==> config.mk <==
export PLATFORM = sky130hd
export DESIGN_NAME = fetch_sequencer_flat
export DESIGN_NICKNAME = d
export VERILOG_FILES = /design/src/rtl/fetch_sequencer_if.sv /design/src/rtl/fetch_sequencer.sv /design/src/flat_wrapper.sv
export SDC_FILE = /design/constraint.sdc
export NUM_CORES = 1
export LEC_CHECK = 0
export ABC_CLOCK_PERIOD_IN_PS = 1700
export BUFFER_PORTS_ARGS = -buffer_cell sky130_fd_sc_hd__buf_4
export CAP_MARGIN = 20
export CORE_MARGIN = 1
export CORE_UTILIZATION = 54
export CTS_BUF_LIST = sky130_fd_sc_hd__clkbuf_8
export CTS_CLUSTER_SIZE = 10
export DETAILED_ROUTE_END_ITERATION = 8
export GPL_ROUTABILITY_DRIVEN = 0
export PLACE_DENSITY = 0.84
export RECOVER_POWER = 25
export SKIP_CTS_REPAIR_TIMING = 1
export SYNTH_ARGS = -nofsm -noshare
export SYNTH_HDL_FRONTEND = slang
export SYNTH_SLANG_ARGS = --single-unit
==> constraint.sdc <==
create_clock -name clk -period 1.7 [get_ports clk]
set_clock_uncertainty 0.2 [all_clocks]
set_input_delay 0.085 -clock clk [delete_from_list [all_inputs] [get_ports clk]]
set_output_delay 0.085 -clock clk [all_outputs]
set_load 0.02 [all_outputs]
==> src/rtl/fetch_sequencer_if.sv <==
// ---------------------------------------------------------------------------
// fetch_sequencer_if
//   Bundles the fetch-stage signals exchanged between the control/ROM side
//   (master) and the PC sequencer (slave).
//
//   master drives : start, instr, PCSrc, lut_we, lut_waddr, lut_wdata, prog_end
//   slave drives  : pc, running, done, cycle_count
// ---------------------------------------------------------------------------
interface fetch_sequencer_if #(
    parameter int PC_W   = 10,
    parameter int LUT_AW = 3,
    parameter int CNT_W  = 16
);
    logic              start;
    logic [8:0]        instr;
    logic              PCSrc;
    logic              lut_we;
    logic [LUT_AW-1:0] lut_waddr;
    logic [PC_W-1:0]   lut_wdata;
    logic [PC_W-1:0]   prog_end;
    logic [PC_W-1:0]   pc;
    logic              running;
    logic              done;
    logic [CNT_W-1:0]  cycle_count;

    modport master (
        output start, instr, PCSrc, lut_we, lut_waddr, lut_wdata, prog_end,
        input  pc, running, done, cycle_count
    );

    modport slave (
        input  start, instr, PCSrc, lut_we, lut_waddr, lut_wdata, prog_end,
        output pc, running, done, cycle_count
    );
endinterface

==> src/rtl/fetch_sequencer.sv <==
// ---------------------------------------------------------------------------
// fetch_sequencer
//   Program counter and fetch sequencing stage ahead of the decoder/control.
//   Owns the PC, steps it once per instruction, redirects it through a small
//   writable jump-target LUT on PCSrc, and frames one program execution with
//   an IDLE -> LOAD -> RUN -> DONE sequence. Counts RUN cycles.
//
//   Ports:
//     clk    : system clock, rising-edge
//     reset  : synchronous, active-high; clears FSM, PC, counter and LUT
//     bus    : fetch_sequencer_if.slave
//                in : start, instr, PCSrc, lut_we, lut_waddr, lut_wdata,
//                     prog_end
//                out: pc, running, done, cycle_count
// ---------------------------------------------------------------------------
module fetch_sequencer #(
    parameter int PC_W   = 10,
    parameter int LUT_AW = 3,
    parameter int CNT_W  = 16
) (
    input  logic                clk,
    input  logic                reset,
    fetch_sequencer_if.slave    bus
);

    localparam int LUT_N = 1 << LUT_AW;

    typedef enum logic [1:0] {
        ST_IDLE = 2'd0,
        ST_LOAD = 2'd1,
        ST_RUN  = 2'd2,
        ST_DONE = 2'd3
    } state_t;

    // Counter stops at all-ones instead of wrapping.
    function automatic logic [CNT_W-1:0] sat_inc(input logic [CNT_W-1:0] v);
        if (v == {CNT_W{1'b1}}) begin
            return v;
        end
        return v + 1'b1;
    endfunction

    state_t            state_q, state_d;
    logic [PC_W-1:0]   pc_q, pc_d;
    logic [CNT_W-1:0]  cnt_q, cnt_d;
    logic              running_q, running_d;
    logic              done_q, done_d;
    logic [PC_W-1:0]   lut_q [LUT_N];
    logic [PC_W-1:0]   lut_d [LUT_N];
    logic [PC_W-1:0]   jump_target;

    // Combinational LUT read uses the pre-write contents, so a same-cycle
    // write to the branch index only becomes visible on the next branch.
    assign jump_target = lut_q[bus.instr[LUT_AW-1:0]];

    always_comb begin
        lut_d = lut_q;
        if (bus.lut_we) begin
            lut_d[bus.lut_waddr] = bus.lut_wdata;
        end
    end

    always_comb begin
        state_d = state_q;
        pc_d    = pc_q;
        cnt_d   = cnt_q;

        if (bus.start) begin
            // start re-initialises from any state and holds LOAD while high
            state_d = ST_LOAD;
            pc_d    = '0;
            cnt_d   = '0;
        end else begin
            unique case (state_q)
                ST_IDLE: state_d = ST_IDLE;
                ST_LOAD: state_d = ST_RUN;
                ST_RUN: begin
                    cnt_d = sat_inc(cnt_q);
                    // A taken branch wins over end-of-program detection.
                    if (bus.PCSrc) begin
                        pc_d = jump_target;
                    end else if (pc_q == bus.prog_end) begin
                        state_d = ST_DONE;
                    end else begin
                        pc_d = pc_q + 1'b1;  // natural wrap at 2**PC_W
                    end
                end
                ST_DONE: state_d = ST_DONE;
                default: state_d = ST_IDLE;
            endcase
        end

        running_d = (state_d == ST_RUN);
        done_d    = (state_d == ST_DONE);
    end

    always_ff @(posedge clk) begin
        if (reset) begin
            state_q   <= ST_IDLE;
            pc_q      <= '0;
            cnt_q     <= '0;
            running_q <= 1'b0;
            done_q    <= 1'b0;
            for (int i = 0; i < LUT_N; i++) begin
                lut_q[i] <= '0;
            end
        end else begin
            state_q   <= state_d;
            pc_q      <= pc_d;
            cnt_q     <= cnt_d;
            running_q <= running_d;
            done_q    <= done_d;
            for (int i = 0; i < LUT_N; i++) begin
                lut_q[i] <= lut_d[i];
            end
        end
    end

    assign bus.pc          = pc_q;
    assign bus.running     = running_q;
    assign bus.done        = done_q;
    assign bus.cycle_count = cnt_q;

endmodule

==> src/flat_wrapper.sv <==
// flat-port wrapper written by rule: the top's interface ports become plain ports
module fetch_sequencer_flat 
#(
    parameter int PC_W   = 10,
    parameter int LUT_AW = 3,
    parameter int CNT_W  = 16
)
  (clk, reset, bus_start, bus_instr, bus_PCSrc, bus_lut_we, bus_lut_waddr, bus_lut_wdata, bus_prog_end, bus_pc, bus_running, bus_done, bus_cycle_count);
  fetch_sequencer_if #(.PC_W(PC_W), .LUT_AW(LUT_AW), .CNT_W(CNT_W)) bus_i ();
  input  logic clk;
  input  logic reset;
  input wire logic [$bits(bus_i.start)-1:0] bus_start;
  input wire logic [$bits(bus_i.instr)-1:0] bus_instr;
  input wire logic [$bits(bus_i.PCSrc)-1:0] bus_PCSrc;
  input wire logic [$bits(bus_i.lut_we)-1:0] bus_lut_we;
  input wire logic [$bits(bus_i.lut_waddr)-1:0] bus_lut_waddr;
  input wire logic [$bits(bus_i.lut_wdata)-1:0] bus_lut_wdata;
  input wire logic [$bits(bus_i.prog_end)-1:0] bus_prog_end;
  output wire logic [$bits(bus_i.pc)-1:0] bus_pc;
  output wire logic [$bits(bus_i.running)-1:0] bus_running;
  output wire logic [$bits(bus_i.done)-1:0] bus_done;
  output wire logic [$bits(bus_i.cycle_count)-1:0] bus_cycle_count;
  assign bus_i.start = bus_start;
  assign bus_i.instr = bus_instr;
  assign bus_i.PCSrc = bus_PCSrc;
  assign bus_i.lut_we = bus_lut_we;
  assign bus_i.lut_waddr = bus_lut_waddr;
  assign bus_i.lut_wdata = bus_lut_wdata;
  assign bus_i.prog_end = bus_prog_end;
  assign bus_pc = bus_i.pc;
  assign bus_running = bus_i.running;
  assign bus_done = bus_i.done;
  assign bus_cycle_count = bus_i.cycle_count;
  fetch_sequencer #(.PC_W(PC_W), .LUT_AW(LUT_AW), .CNT_W(CNT_W)) u_core (.clk(clk), .reset(reset), .bus(bus_i));
endmodule
Word-level counts from Yosys, hierarchy flattened --
Index checks and enable logic that the tools add are counted. Widths: inputs -> output; s select.
Word-level totals: register bits after elaboration 110, latch bits 0, memory bits (writable) 0, ROM bits 0, input port bits 37, output and inout bits 28, word-level logic and storage cells 50, memories 0
Operators by class: $add $sub $neg 2, multiply operators 0, divide/modulo/power cells 0, $lt $le $gt $ge 3, equality and inequality tests 9, shift operators 0, mux-type cells 16, bitwise operators 2, reductions and logical operators 5
Operators by type and width (count):
- $bwmux 80 | 1
- $mux 10 | 5
- $bmux 10 s3 | 1
- $demux 10 s3 | 1
- $add 16x1->16 const B | 1
- $eq 16x16->1 const B | 1
- $mux 16 | 1
- $add 10x1->10 const B | 1
- $eq 10x10->1 | 1
- $eq 2x2->1 const B | 4
- $ge 4x4->1 const B | 2
- $not 3->4 | 2
- $pmux 2 s4 | 1
- $mux 2 | 3
- $lt 4x1->1 const B | 1
- $ne 2x2->1 const B | 2
- $reduce_and 2->1 | 2
- $mux 1 | 3
- $eq 2x1->1 const B | 1
- $logic_not 2->1 | 1
- $reduce_or 2->1 | 1
- $logic_and 1x1->1 | 1

Logic depth before layout (Yosys ltp) --
Gate-level depths: netlist of the first run.
depth after elaboration 6, depth in mapped cells 7, depth with buffers taken out 6

Worst setup path before layout of the first run --
Ideal clock, no wire load.
kind flip-flop to flip-flop, from register u_core.pc_q[2] (netlist: u_core.bus.pc[2]), to register u_core.pc_q[0] (netlist: u_core.bus.pc[0]), setup time 74 ps, arrival 1607 ps, required time 1426 ps, setup slack -182 ps, cell stages (with the launch flop) 7, buffers on the path 1, clock period less this slack 1882 ps, path through dfxtp_1 -> clkbuf_2 -> xor2_1 -> nor4_1 -> and3_4 -> or4_1 -> a31oi_1
Between the ends: word-level cells in the longest chain between the ends 3
RTL lines:
- start, declared | line fetch_sequencer.sv:44 | logic [PC_W-1:0] pc_q, pc_d;
- start signal, assigned | line fetch_sequencer.sv:109 | pc_q <= pc_d;
- $eq 10x10->1 | line fetch_sequencer.sv:82 | end else if (pc_q == bus.prog_end) begin
- $ne 2x2->1 (no source line)
- $reduce_and 2->1 (no source line)
No other way between the ends. A chain may end at the register's enable or synchronous reset.

Final worst setup path of the first run --
from register u_core.pc_q[7] (netlist: u_core.bus.pc[7]), to register u_core.pc_q[3] (netlist: u_core.bus.pc[3])
Same word-level chain as after synthesis.

==> results of run 1 <==
[cell type report]
type | count | area (sq um) | area share, %
clock buffer | 10 | 138 | 2.15
clock inverter | 6 | 55.1 | 0.860
inverter | 1 | 3.75 | 0.0586
multi-input combinational | 458 | 2800 | 43.7
sequential | 110 | 2240 | 34.9
tap | 108 | 135 | 2.11
timing repair buffer | 129 | 1030 | 16.1
[state kept, by name, summed over array words and instances, names as in the netlist]
signal                  count
u_core.bus.done             1
u_core.state_q              2
u_core.bus.cycle_count     16
u_core.bus.pc              10
u_core.lut_q               80
u_core.bus.running          1
[worst max-delay path, cell delays in order (launching register included)]
cell and delay (ns):
dfxtp_2 0.33, xor2_1 0.17, nor4_2 0.40, and3_4 0.32, o311ai_0 0.16, o21ai_0 0.13
[worst paths after layout]
kind                    start               end  cells past startpoint
max          u_core.bus.pc[7]  u_core.bus.pc[3]                      5
min          bus_lut_waddr[1]  u_core.lut_q[51]                      5
max reg2reg  u_core.bus.pc[7]  u_core.bus.pc[3]                      5
min reg2reg  u_core.lut_q[31]  u_core.lut_q[31]                      2
[kinds of logic (layout without fill, tap and decap cells)]
family | count (synthesis) | count (layout) | synth area share [%]
xor gates and xnor gates | 21 | 21 | 3.67
buffers and inverters | 39 | 146 | 3.25
muxes | 25 | 25 | 10.0
DFF | 110 | 110 | 44.0
adders and majority gates | 2 | 2 | 0.500
and+or+nand+nor | 272 | 272 | 23.5
AOI/OAI and AO/OA | 138 | 138 | 15.1
[through the flow]
| stage | cells | area (sq um) | setup TNS (ns) |
|---|---|---|---|
| floorplan | 607 | 5060 | -0.0121 |
| global placement | 786 | 5870 | -0.423 |
| detailed placement | 786 | 5870 | -1.08 |
| CTS | 802 | 6060 | -1.27 |
| global route | 822 | 6400 | -2.20 |
| finish | 822 | 6400 | -0.353 |
[power by group]
group / internal, mW / switching [mW] / total [mW] / leakage [nW]
clock network: 0.708 / 0.847 / 1.55 / 0.110
registers: 2.61 / 0.0258 / 2.64 / 0.902
logic: 0.195 / 0.263 / 0.458 / 1.37
total: 3.52 / 1.14 / 4.65 / 2.38
[cell usage after synthesis (all sizes together) (3+ instances only)]
| master | instances |
|---|---|
| o21ai | 27 |
| mux2i | 3 |
| a22o | 3 |
| dfxtp | 110 |
| nor4 | 3 |
| nand3 | 15 |
| nor3 | 9 |
| or3 | 3 |
| and4 | 4 |
| xor2 | 18 |
| xnor2 | 3 |
| a22oi | 4 |
| buf | 18 |
| clkbuf | 20 |
| nor2b | 5 |
| o211ai | 5 |
| mux4 | 20 |
| nand2 | 179 |
| o31a | 3 |
| nor2 | 31 |
| a21oi | 88 |
| nand2b | 5 |
| and3 | 6 |
| nand4 | 7 |
| a31oi | 4 |
[per-layer routing]
| metal | vias to the layer above | track usage (%) | wire [um] |
|---|---|---|---|
| li1 | 2294 | - | - |
| met1 | 2380 | 35.6 | 5590 |
| met2 | 345 | 50.8 | 7420 |
| met3 | 42 | 5.44 | 1520 |
| met4 | 0 | 14.1 | 360 |
| met5 | - | 0 | 0 |
==> reports/metrics.yaml, run 1 <==
outcome:
  run_status: "finished with violations"
  failed_checks: "DRC, hold timing, capacitance limit, slew limit, setup timing"
timing:
  min_period_ns: 1.79
  final_hold_viol_count: 2
  slew_violations: 82
  fin_worst_hold_slack_ns: -0.0260
  tightest_slew_ns: 1.57
  worst_slew_margin_rel_pct: -4.94
  finalCritPeriodShare_pct: 105
  finalSetupViolCount: 11
  final_critical_path_setup_slack_ns: -0.0909
  fmaxAchievable_mhz: 558
  setup_repair_after_global_routing_missed_its_margin: "yes"
route:
  drt_first_pass_iters: 9
  vias: 5061
  drt_drc_violations_left: 6
  wire_per_inst_um: 18.1
  routed_wl_um: 14900
  via_per_inst: 6.16
  route.antenna.remaining_nets: 0
  initialDrtViolationCount: 539
placement:
  place_ws_ns: -0.159
  dp.final_hpwl_um: 9700
  place.port_buffers: 58
setup_path:
  setup.worst_path.end_class: "flip-flop"
  reg2reg_slack_ns: -0.09
  cp_data_required_time_ns: 1.78
  worstPathArrival_ns: 1.87
  critPathKind: "reg2reg"
  worstPathMaxFanout: 6
  worstSetupStartpointType: "flip-flop"
logic_synthesis:
  netlist_top_cells_area: "dfxtp_1 44%, nand2_1 13%, mux4_2 9.0%, a21oi_1 8.8%, xor2_1 3.1%"
  synth_area_sq_um: 5010
  flip_flop_and_latch_count_after_synthesis: 110
  synth_seq_area_share_pct: 44.0
  synth_top_area_share_pct: 44.0
  postSynthNetCount: 646
  edff_count_synth: 0
  number_of_different_library_cells_in_the_post_synthesis_netlist: 44
  synth_top_cell_by_area: "dfxtp_1"
  syn-instance-count: 607
  synthesis.area_per_instance_sq_um: 8.25
  synth_async_sr_flop_share_pct: 0
  yosys_warning_count: 0
  yosys_most_used_dff: "dfxtp_1"
final_layout:
  layout.cells.most_common: "nand2_1"
  finalCoreUtilization_pct: 72.4
  antenna_cells: 0
  final_layout_size_suffix_gt1_share_pct: 28.6
  layout_nets: 748
  flow.area_growth_from_synthesis_pct: 27.8
  top_library_cells_by_usage_in_the_layout_fill_and_taps_aside: "179 x nand2_1, 111 x buf_4, 88 x dfxtp_1, 87 x a21oi_1, 28 x nor2_1"
  fill_cells: 626
clocking:
  cts.path.max_buffers: 2
  clock_transition_at_the_registers_of_the_reported_paths_ns: 0.09
  clk_root_buffer_cell: "clkbuf_8"
  cts-buffers-inserted: 9
  clkLatencyLatePin_ns: 0.37
  cts_num_sinks: 110
  clock_tree.htree_level_count: 3
  tritoncts_clock_tree: "done"
die:
  die-width_um: 98.3
  top_level_ports: 65
  coreArea_sq_um: 8850
  std_cell_rows: 34
  die-height_um: 98.3
  floorplan.initialDensity_pct: 56.6
  die_area_sq_um: 9660
power:
  irDropWorstVdd_mv: 0.571
  power_leakage_nw: 2.38
  cellPowerDensity_nw_per_um2: 727
  report.power.total_mw: 4.65
grt:
  grt_pass1_vias: 4651
  grt_use_total_pct: 29.5
  grt_antenna_before_repair: 0
  grt_overflow: 0
  grt_pass1_wl_um: 22100
  grt_max_degree: 82
flow_run:
  max_cap_viol: 1
min_path:
  type_of_the_most_critical_hold_path: "in2reg"
Power figures use the tool's default switching activity.
==> run 2, diff against run 1 <==
--- a/config.mk
+++ b/config.mk
@@ -5,16 +5,17 @@
 export SDC_FILE = /design/constraint.sdc
 export NUM_CORES = 1
 export LEC_CHECK = 0
+export ABC_AREA = 1
 export ABC_CLOCK_PERIOD_IN_PS = 1700
 export BUFFER_PORTS_ARGS = -buffer_cell sky130_fd_sc_hd__buf_4
 export CAP_MARGIN = 20
 export CORE_MARGIN = 1
-export CORE_UTILIZATION = 54
+export CORE_UTILIZATION = 30
 export CTS_BUF_LIST = sky130_fd_sc_hd__clkbuf_8
 export CTS_CLUSTER_SIZE = 10
 export DETAILED_ROUTE_END_ITERATION = 8
 export GPL_ROUTABILITY_DRIVEN = 0
-export PLACE_DENSITY = 0.84
+export PLACE_DENSITY = 0.54
 export RECOVER_POWER = 25
 export SKIP_CTS_REPAIR_TIMING = 1
 export SYNTH_ARGS = -nofsm -noshare
==> run 2 against run 1 <==
Net effect: the run now ends clean; synthesized area grew 11%; combinational power grew 36%; critical path type unchanged; largest cell class unchanged; synthesized cell count grew 40%.
==> reports/metrics.yaml, run 2 <==
die:
  top_level_ports: 65  # unchanged
  std_cell_rows: 49  # was 34
  die-height_um: 138  # was 98.3 um
  coreArea_sq_um: 18000  # was 8850 sq um
  die-width_um: 138  # was 98.3 um
  die_area_sq_um: 19100  # was 9660 sq um
  floorplan.initialDensity_pct: 30.8  # was 56.6%
min_path:
  type_of_the_most_critical_hold_path: "in2reg"  # unchanged
  hold_depth: 5  # unchanged
  hold_start: "bus_PCSrc"  # was bus_lut_waddr[1]
  min_delay_worst_endpoint: "u_core.bus.pc[4]"  # was u_core.lut_q[51]
logic_synthesis:
  synth_async_sr_flop_share_pct: 0  # unchanged
  synth_area_sq_um: 5550  # was 5010 sq um
  syn-instance-count: 848  # was 607
  synthesis.area_per_instance_sq_um: 6.55  # was 8.25 sq um
  number_of_different_library_cells_in_the_post_synthesis_netlist: 36  # was 44
  flip_flop_and_latch_count_after_synthesis: 110  # unchanged
  post_synth_most_frequent_cells: "256 x nand2_1, 144 x nor2_1, 110 x dfxtp_1, 72 x a21oi_1, 54 x inv_1"  # was 179 x nand2_1, 110 x dfxtp_1, 88 x a21oi_1, 31 x nor2_1, 26 x o21ai_0
  synth_top_area_share_pct: 39.6  # was 44.0%
  yosys_warning_count: 0  # unchanged
  postSynthNetCount: 887  # was 646
  synth_top_cell_by_area: "dfxtp_1"  # unchanged
  edff_count_synth: 0  # unchanged
  netlist_top_cells_area: "dfxtp_1 40%, nand2_1 17%, nor2_1 9.7%, a21oi_1 6.5%, nand3_1 3.9%"  # was dfxtp_1 44%, nand2_1 13%, mux4_2 9.0%, a21oi_1 8.8%, xor2_1 3.1%
  synth_seq_area_share_pct: 39.6  # was 44.0%
  yosysMostFrequentCell: "nand2_1"  # unchanged
  yosys_most_used_dff: "dfxtp_1"  # unchanged
timing:
  fin_setup_tns_ns: 0  # was -0.353 ns
  final_hold_viol_count: 0  # was 2
  fin_worst_hold_slack_ns: 0.0257  # was -0.0260 ns
  worst_slew_margin_rel_pct: 70.0  # was -4.94%
  tightest_slew_ns: 0.450  # was 1.57 ns
  slew_violations: 0  # was 82
  min_period_ns: 1.60  # was 1.79 ns
  finalSetupViolCount: 0  # was 11
  fmaxAchievable_mhz: 624  # was 558 MHz
  finalCritPeriodShare_pct: 94.3  # was 105%
  setup_repair_after_global_routing_missed_its_margin: "yes"  # unchanged
  final_critical_path_setup_slack_ns: 0.0969  # was -0.0909 ns
final_layout:
  layout_nets: 978  # was 748
  max_flop_register: "u_core.lut_q"  # unchanged
  top_library_cells_by_usage_in_the_layout_fill_and_taps_aside: "255 x nand2_1, 140 x nor2_1, 106 x buf_4, 99 x dfxtp_1, 71 x a21oi_1"  # was 179 x nand2_1, 111 x buf_4, 88 x dfxtp_1, 87 x a21oi_1, 28 x nor2_1
  finalCoreUtilization_pct: 38.4  # was 72.4%
  seqCellArea_sq_um: 2220  # was 2240 sq um
  layout.cells.most_common: "nand2_1"  # unchanged
  post_route_design_area_sq_um: 6930  # was 6400 sq um
  flow.area_growth_from_synthesis_pct: 24.7  # was 27.8%
  area_taken_by_multi_input_logic_gates_sq_um: 2930  # was 2800 sq um
  number_of_flip_flops_in_the_largest_register: 80  # unchanged
  antenna_cells: 0  # unchanged
  instances_no_fill: 1171  # was 822
  fill_cells: 1968  # was 626
  final_layout_size_suffix_gt1_share_pct: 19.7  # was 28.6%
power:
  internal_power_mw: 3.67  # was 3.52 mW
  share_seq_of_total_power_pct: 53.0  # was 56.7%
  power.switching_fraction_pct: 26.5  # was 24.4%
  irDropWorstVdd_mv: 0.409  # was 0.571 mV
  p_clk_share_pct: 34.6  # was 33.4%
  cellPowerDensity_nw_per_um2: 721  # was 727 nW/um^2
  combPwrFrac_pct: 12.4  # was 9.8%
  report.power.total_mw: 4.99  # was 4.65 mW
  total_switching_power_mw: 1.32  # was 1.14 mW
  power_leakage_nw: 2.84  # was 2.38 nW
setup_path:
  timing.rr.end: "u_core.bus.cycle_count[9]"  # was u_core.bus.pc[3]
  worstPathArrival_ns: 1.68  # was 1.87 ns
  cp_data_required_time_ns: 1.78  # about the same
  worstSetupStartpointType: "flip-flop"  # unchanged
  r2r-start: "u_core.bus.cycle_count[0]"  # was u_core.bus.pc[7]
  worstPathMaxFanout: 11  # was 6
  reg2reg_slack_ns: 0.1  # was -0.09 ns
  critPathKind: "reg2reg"  # unchanged
  reg2regPathDepth: 8  # was 5
  setup.worst_path.end_class: "flip-flop"  # unchanged
clocking:
  cts-buffers-inserted: 9  # unchanged
  cts_num_sinks: 110  # unchanged
  clk_root_buffer_cell: "clkbuf_8"  # unchanged
  cts.path.max_buffers: 2  # unchanged
  clock_tree.htree_level_count: 3  # unchanged
  clkLatencyLatePin_ns: 0.39  # was 0.37 ns
  tritoncts_clock_tree: "done"  # unchanged
  clock_transition_at_the_registers_of_the_reported_paths_ns: 0.11  # was 0.09 ns
route:
  drt_drc_violations_left: 0  # was 6
  routed_wl_um: 16300  # was 14900 um
  route.antenna.remaining_nets: 0  # unchanged
  via_per_inst: 4.74  # was 6.16
  initialDrtViolationCount: 367  # was 539
  wire_per_inst_um: 13.9  # was 18.1 um
  vias: 5545  # was 5061
  drt_first_pass_iters: 4  # was 9
grt:
  grt_max_degree: 81  # was 82
  grt_pass1_wl_um: 26300  # was 22100 um
  grt_overflow: 0  # unchanged
  grt_use_total_pct: 17.2  # was 29.5%
  grt_pass1_vias: 5000  # was 4651
  grt_antenna_before_repair: 0  # unchanged
  busiest_layer: "met2"  # unchanged
  grt_util_met2_pct: 27.2  # was 50.8%
  met3_usage_pct: 3.08  # was 5.44%
  grt.met1_usage_pct: 24.1  # was 35.6%
outcome:
  run_status: "completed"  # was finished with violations
placement:
  place_ws_ns: 0.0376  # was -0.159 ns
  place.port_buffers: 58  # unchanged
  postPlaceCellArea_sq_um: 6450  # was 5870 sq um
  placed_cells: 1136  # was 786
  dp.final_hpwl_um: 10900  # was 9700 um
flow_run:
  max_cap_viol: 0  # was 1
run 2: cell types whose count changed after synthesis, moves of 13 or more:
cell	delta
mux4_2	-20
a211oi_1	+13
nor2_1	+113
nand3_1	+28
nand2_1	+77
inv_1	+53
a21oi_1	-16
run 2: worst max-delay path by stage:
stage | start | end | cells after the start | slack, ns
2_1_floorplan | u_core.bus.cycle_count[1] | u_core.bus.cycle_count[13] | 9 | 0.04
3_3_place_gp | u_core.bus.cycle_count[0] | u_core.bus.cycle_count[15] | 8 | 0.06
3_5_place_dp | u_core.bus.cycle_count[0] | u_core.bus.cycle_count[15] | 8 | 0.04
4_1_cts | u_core.bus.cycle_count[0] | u_core.bus.cycle_count[15] | 8 | 0.01
5_1_grt | u_core.bus.cycle_count[0] | u_core.bus.cycle_count[3] | 9 | -0.01
6_report | u_core.bus.cycle_count[0] | u_core.bus.cycle_count[9] | 8 | 0.1
run 2: area by class of cell:
type	instances	share of cell area, %
Inverter	64	3.47
Clock inverter	5	1.12
Clock buffer	9	1.79
Timing Repair Buffer	125	15.0
Multi-Input combinational cell	629	42.4
Tap cell	229	4.14
Sequential cell	110	32.1
run 2: worst max-delay path, cell delays in order (launching register included):
cell,delay (ns)
dfxtp_4,0.37
ha_4,0.15
nand3_2,0.12
nor2_4,0.14
nand3_4,0.10
nand2_4,0.12
inv_2,0.11
o21ai_0,0.11
a21oi_2,0.07
run 2: per-layer routing:
metal  vias to the layer above  wire length (um)
met3                         8               788
li1                       2855                 -
met5                         -                 0
met2                       137              7440
met1                      2545              7960
met4                         0               131
run 2: logic make-up (layout without fill, tap and decap cells):
logic type / count (synthesis) / count (layout) / share of synthesized area, %
adder cells (fa/ha/maj): 2 / 2 / 0.450
XOR/XNOR: 13 / 13 / 2.05
AND/OR/NAND/NOR: 477 / 478 / 35.6
buffers and inverters: 110 / 203 / 8.56
AO/OA/AOI/OAI: 136 / 136 / 13.7
flip-flops: 110 / 110 / 39.6
run 2: power groups by stage:
stage                     clock [mW]  combinational (mW)  sequential (mW)
after floorplan                    0               0.355             2.71
after global placement             0               0.584             2.71
after detailed placement           0               0.586             2.71
after CTS                       1.79               0.587             2.65
after global routing            1.88               0.693             2.66
final                           1.73               0.621             2.65
